--- config.mk ---
export PLATFORM = sky130hd
export DESIGN_NAME = controle_preparo
export DESIGN_NICKNAME = d
export VERILOG_FILES = /design/src/rtl/controle_preparo.sv
export SDC_FILE = /design/constraint.sdc
export NUM_CORES = 1
export LEC_CHECK = 0
export CAP_MARGIN = 20
export CORE_MARGIN = 2
export CORE_UTILIZATION = 49
export DETAILED_ROUTE_END_ITERATION = 8
export HOLD_SLACK_MARGIN = 0.05
export MAX_ROUTING_LAYER = met4
export PLACE_DENSITY = 0.75
export SLEW_MARGIN = 20
export SYNTH_ARGS = -nofsm -noshare
export SYNTH_HDL_FRONTEND = slang
export SYNTH_SLANG_ARGS = --single-unit
--- constraint.sdc ---
create_clock -name CLK -period 3.2 [get_ports CLK]
set_clock_uncertainty 0.2 [all_clocks]
set_input_delay 0.8 -clock CLK [delete_from_list [all_inputs] [get_ports CLK]]
set_output_delay 0.8 -clock CLK [all_outputs]
set_load 0.05 [all_outputs]
--- src/rtl/controle_preparo.sv ---
// rtl/controle_preparo.sv - drink-preparation sequencer downstream of the payment FSM
// Runs the timed cup/coffee/milk/foam stages on a new paid code, pulses refund on a new incorrect code.
module controle_preparo #(
  parameter int T_COPO   = 2,
  parameter int T_CAFE   = 4,
  parameter int T_LEITE  = 3,
  parameter int T_ESPUMA = 2,
  parameter int T_DEVOL  = 3
) (
  input  logic       CLK,
  input  logic       RESET,
  input  logic [1:0] SAIDA,
  input  logic [1:0] PRODUTO,
  input  logic       RETIRADA,
  output logic [3:0] VALVULA,
  output logic       DEVOLVE,
  output logic       PRONTO,
  output logic       OCUPADO,
  output logic [2:0] ESTADO_DISPLAY
);

  typedef enum logic [2:0] {
    OCIOSO    = 3'b000,
    COPO      = 3'b001,
    CAFE      = 3'b010,
    LEITE     = 3'b011,
    ESPUMA    = 3'b100,
    ESPERA    = 3'b101,
    DEVOLUCAO = 3'b110
  } estado_t;

  estado_t    r_estado;
  estado_t    w_prox;
  logic [7:0] r_cont;
  logic [7:0] w_carga;
  logic [1:0] r_prod;
  logic [1:0] r_saida_ant;
  logic       w_novo_pago;
  logic       w_novo_erro;
  logic       w_fim;

  // Payment codes are held level, so only their first cycle counts.
  assign w_novo_pago = (SAIDA == 2'b11) && (r_saida_ant != 2'b11);
  assign w_novo_erro = (SAIDA == 2'b10) && (r_saida_ant != 2'b10);
  assign w_fim       = (r_cont == 8'd0);

  always_comb begin
    w_prox = r_estado;
    case (r_estado)
      OCIOSO: begin
        if (w_novo_pago) begin
          if (PRODUTO == 2'b10) w_prox = DEVOLUCAO;
          else                  w_prox = COPO;
        end else if (w_novo_erro) begin
          w_prox = DEVOLUCAO;
        end
      end
      COPO:      if (w_fim) w_prox = CAFE;
      CAFE: begin
        if (w_fim) begin
          if (r_prod == 2'b01 || r_prod == 2'b11) w_prox = LEITE;
          else                                    w_prox = ESPERA;
        end
      end
      LEITE: begin
        if (w_fim) begin
          if (r_prod == 2'b11) w_prox = ESPUMA;
          else                 w_prox = ESPERA;
        end
      end
      ESPUMA:    if (w_fim) w_prox = ESPERA;
      ESPERA:    if (RETIRADA) w_prox = OCIOSO;
      DEVOLUCAO: if (w_fim) w_prox = OCIOSO;
      default:   w_prox = OCIOSO;
    endcase
  end

  // Counter preload for the state being entered; untimed states load zero.
  always_comb begin
    w_carga = 8'd0;
    case (w_prox)
      COPO:      w_carga = 8'(T_COPO - 1);
      CAFE:      w_carga = 8'(T_CAFE - 1);
      LEITE:     w_carga = 8'(T_LEITE - 1);
      ESPUMA:    w_carga = 8'(T_ESPUMA - 1);
      DEVOLUCAO: w_carga = 8'(T_DEVOL - 1);
      default:   w_carga = 8'd0;
    endcase
  end

  always_ff @(posedge CLK or posedge RESET) begin
    if (RESET) begin
      r_estado    <= OCIOSO;
      r_cont      <= 8'd0;
      r_prod      <= 2'b00;
      r_saida_ant <= 2'b00;
    end else begin
      r_saida_ant <= SAIDA;
      r_estado    <= w_prox;
      if (w_prox != r_estado) r_cont <= w_carga;
      else if (r_cont != 8'd0) r_cont <= r_cont - 8'd1;
      if (r_estado == OCIOSO && w_novo_pago && PRODUTO != 2'b10) r_prod <= PRODUTO;
    end
  end

  always_comb begin
    VALVULA        = 4'b0000;
    DEVOLVE        = 1'b0;
    PRONTO         = 1'b0;
    OCUPADO        = (r_estado != OCIOSO);
    ESTADO_DISPLAY = r_estado;
    case (r_estado)
      COPO:      VALVULA = 4'b0001;
      CAFE:      VALVULA = 4'b0010;
      LEITE:     VALVULA = 4'b0100;
      ESPUMA:    VALVULA = 4'b1000;
      ESPERA:    PRONTO  = 1'b1;
      DEVOLUCAO: DEVOLVE = 1'b1;
      default:   VALVULA = 4'b0000;
    endcase
  end

endmodule

Word-level counts from Yosys, hierarchy flattened
Index checks and enable logic that the tools add are counted.

Register bits: 15. Output and inout bits: 10. Word-level logic and storage cells: 55. Input bits: 7.

Add/sub/neg operators: 1. Equal/unequal tests: 20. Reduce and logical (&&, ||, !) cells: 12. Multiplexer cells: 18.

Operators by type and width (number): two-way mux 3 bit (10); one-hot mux 3 bit (7 select lines) (1); two-way mux 8 bit (2); one-hot mux 4 bit (4 select lines) (1); equality test 3 bit (second input constant) (5); equality test 3 x 2 -> 1 bit (second input constant) (4); equality test 2 bit (second input constant) (4); logical NOT 8 bit (1); nonzero test 8 bit (1); subtractor 8 x 1 -> 8 bit (second input constant) (1); equality test 3 x 1 -> 1 bit (second input constant) (2); inequality test 2 bit (second input constant) (3); one-hot mux 2 bit (3 select lines) (1); logical AND 1 bit (4); OR reduction 2 bit (2); logical NOT 3 bit (1); two-way mux 1 bit (3); inequality test 3 bit (1); nonzero test 3 bit (1); equality test 2 x 1 -> 1 bit (second input constant) (1); nonzero test 2 bit (1); logical OR 1 bit (1).

Logic depth before layout (Yosys ltp)
Depth in word-level cells: 9. Gate-level depth with buffers: 9. Gate-level depth less buffers: 8.

Least setup slack after synthesis
Ideal clock, no wire load.

Kind: register to register. Start point: register r_estado[2] (netlist: ESTADO_DISPLAY[2]). End point: register r_cont[1]. Arrival time: 3.107 ns. Stages on the path, launching flop included: 6. Library setup time: 0.125 ns. Clock period less this slack: 3.432 ns. Path buffers: 0. Required time: 2.875 ns. Path slack: -0.232 ns. Cells stage by stage: dfrtp_1 -> clkinv_1 -> nor3_1 -> a21oi_2 -> a311o_4 -> mux2_4.

Longest elaborated chain between the ends: 7. Elaborated cells between the ends (all ways): 27. Those cells by class: eq/ne: 12; mux: 11; reduce/logical: 4.

Ends and longest elaborated chain: start: declaration (line 32) `estado_t r_estado;`; start signal: assignment (line 99) `r_estado <= w_prox;`; two-way mux 3 bit (line 54) `end else if (w_novo_erro) begin`; two-way mux 3 bit (line 51) `if (w_novo_pago) begin`; one-hot mux 3 bit (7 select lines) (line 49) `case (r_estado)`; equality test 3 bit, or another cell as far along (line 81) `case (w_prox)`; OR reduction 2 bit (no source line); one-hot mux 2 bit (3 select lines) (line 81); two-way mux 8 bit (line 100) `if (w_prox != r_estado) r_cont <= w_carga;`; end signal: assignment (line 100); end signal: assignment (line 101) `else if (r_cont != 8'd0) r_cont <= r_cont - 8'd1;`; end: declaration (line 34) `logic [7:0] r_cont;`.

Several ways; a longest one is shown, not always the timed one. A chain may end at the register's enable or synchronous reset.

Worst setup path in the final report
Start point: register r_estado[2] (netlist: ESTADO_DISPLAY[2]). End point: output port OCUPADO.

Longest elaborated chain between the ends: 1.

Ends and longest elaborated chain: nonzero test 3 bit (line 110) `OCUPADO = (r_estado != OCIOSO);`; end: declaration (line 18) `output logic OCUPADO,`.

Every way passes these cells.

==> flow_summary.yaml <==
status:
  status: "finished clean"
clock_tree:
  cts.clk_slew.worst_paths_ps: 80
  cts_buffer_depth: 2
  ctsHoldBuffers: 0
  cts_inserted_buffers: 3
  clock_latency_ps: 280
  post-cts-setup-buffers: 0
  clkSinkCount: 15
  tritoncts: "done"
  cts.htree.levels: 1
  root_buffer: "clkbuf_4"
  post_cts_resized: 0
route:
  vias_per_cell: 5.81
  detail_route.wirelength_mm: 2.09
  ant_nets: 0
  post-route-drc-count: 0
  vias: 878
  firstDrtPassIters: 4
  drt_iter0_drc: 25
  wl_per_cell_um: 13.9
floorplanning:
  die_x_um: 48.7
  die_h_um: 48.7
  ios: 17
  start_util_pct: 51.0
  fp.coreArea_um2: 1920
  dieArea_um2: 2370
  row_count: 16
yosys:
  synth_top_area_cell: "dfrtp_1"
  ys_top_cells_by_area: "dfrtp_1, nor2_1, nor3_1"
  yosysSeqAreaShare_pct: 38.3
  mappedNetlistNets: 113
  ys_seq_elements: 15
  async_reset_ff_share_pct: 100
  ys_top_cells_by_count: "dfrtp_1, nor2_1, nand2_1, nor3_1"
  synth.most_common_cell: "dfrtp_1"
  synth_top_area_share_pct: 38.3
  synth.avg_cell_area_um2: 9.33
  synth_cells: 105
  synth_edf_count: 0
  syn_area_um2: 980
  ys.flop_type: "dfrtp_1"
  post_synth_num_cell_types: 44
  yosysWarningCount: 0
timing:
  period_share_pct: 93.1
  setup_viol: 0
  slew-limit-headroom_pct: 64.4
  fin_ws_ps: 220
  rsz0062_at_grt: "no"
  period_needed_ps: 2980
  slew_viol_final: 0
  clock.fmax_mhz: 336
  worst_hold_slack_ps: 347
  worst_pin_slew_ps: 533
  finalHoldViolations: 0
  finalSetupTns_ps: 0
power_and_ir_drop:
  p_leak_nw: 0.500
  ir_worst_vdd_v: 0.000534
  p_per_area_nw_per_um2: 1180
finish:
  area_growth_pct: 22.0
  finish.net_count: 133
  multiInputGateArea_um2: 561
  regArea_um2: 375
  drive_gt1_share_pct: 15.3
  fillers: 174
  antennaDiodeCount: 0
  layoutNonFillerInstCount: 151
worst_setup_path:
  crit_type: "flop to output port"
  crit_start: "ESTADO_DISPLAY[2]$_DFF_PP0_"
  crit_slowest_cell: "clkdlybuf4s50_1"
  cpPeakStageDelay_ps: 730
  end_kind: "output port"
  r2r-end: "r_cont[1]$_DFFE_PP0P_"
  reg2reg_depth: 8
  crit_path_start_kind: "flop"
  cp_max_fo: 13
  rrSetupSlack_ps: 440
  timing.rr.start: "r_cont[0]$_DFFE_PP0P_"
  crit_required_ps: 2200
  worstPathArrival_ps: 1980
  path_cells: "or3_1 > clkdlybuf4s50_1"
placed_design:
  port_buffers: 16
  place_inst: 147
  hpwl_mm: 1.62
  gp_congestion: 0.863
  pre_cts_slack_ps: 174
grt:
  grt_overflow: 0
  grt_pass1_wl_mm: 3.66
  grt_pass1_vias: 803
  antenna_found_initial: 0
  grt_usage_pct: 20.3
  grt_max_degree: 16
min_path:
  hold_path.class: "flop to flop"
  whs_path_depth: 2
  min_from: "r_prod[1]$_DFFE_PP0P_"
  hold_end: "r_prod[1]$_DFFE_PP0P_"
flow_run:
  cap_violations: 0
state kept, by name (all words and copies together) (netlist names):
signal and count:
r_saida_ant 2, r_cont 8, r_prod 2, ESTADO_DISPLAY 3
where the power goes:
part / leakage (nW) / switching, mW / internal, mW / total [mW]
combinational: 0.296 / 0.555 / 0.379 / 0.934
sequential: 0.190 / 0.107 / 0.259 / 0.366
clock: 0.0150 / 0.0569 / 0.0484 / 0.105
layout make-up:
class / count / area share, %
Inverter: 7 / 2.20
Timing Repair Buffer: 19 / 14.5
Multi-Input combinational cell: 79 / 46.9
Tap cell: 27 / 2.83
Clock buffer: 4 / 2.20
Sequential cell: 15 / 31.4
per-layer routing:
layer	GRT usage (%)	wire length, µm	vias to the layer above
met5	-	0	-
met2	29.9	997	30
met1	28.5	958	417
met4	8.57	40	0
li1	-	-	426
met3	2.16	96	5
critical path, delay by kind of cell, from the launching register on:
family	cells	cell delay, ps
flip-flops	1	540
buffers and inverters	1	730
AND/OR/NAND/NOR	1	430
logic make-up after synthesis:
group / share of synthesized area [%]
fa+ha+maj: 1.28
xor+xnor: 6.26
compound gates: 21.1
mux: 4.72
buf+inv: 4.98
flops: 38.3
simple gates: 23.4
metrics by stage:
step,utilization [%],power (mW),instance area (µm²)
after floorplan,-,1.07,985
after global placement,60.8,1.27,1170
after detailed placement,60.8,1.30,1170
after CTS,62.2,1.41,1190
after global routing,62.2,1.52,1190
final,62.2,1.41,1190
how the worst max path moves through the flow:
stage	to	slack [ps]	cells after the start
6_report	OCUPADO	220	2
5_1_grt	VALVULA[2]	100	3
4_1_cts	OCUPADO	220	2
3_5_place_dp	r_cont[1]$_DFFE_PP0P_	170	7
3_3_place_gp	r_cont[1]$_DFFE_PP0P_	220	7
2_1_floorplan	VALVULA[0]	90	2
cells in the final DEF (no fill, tap or decap), types with 3 or more instances in the layout:
cell type        instances
buf_4                    7
nand3_1                  3
nand2_1                  9
xnor2_1                  4
clkdlybuf4s50_1         12
nor3_1                   6
a21oi_1                  6
inv_1                    6
xor2_1                   3
clkbuf_4                 3
dfrtp_1                 15
nor2_1                  10
(Power assumes the default switching activity.)
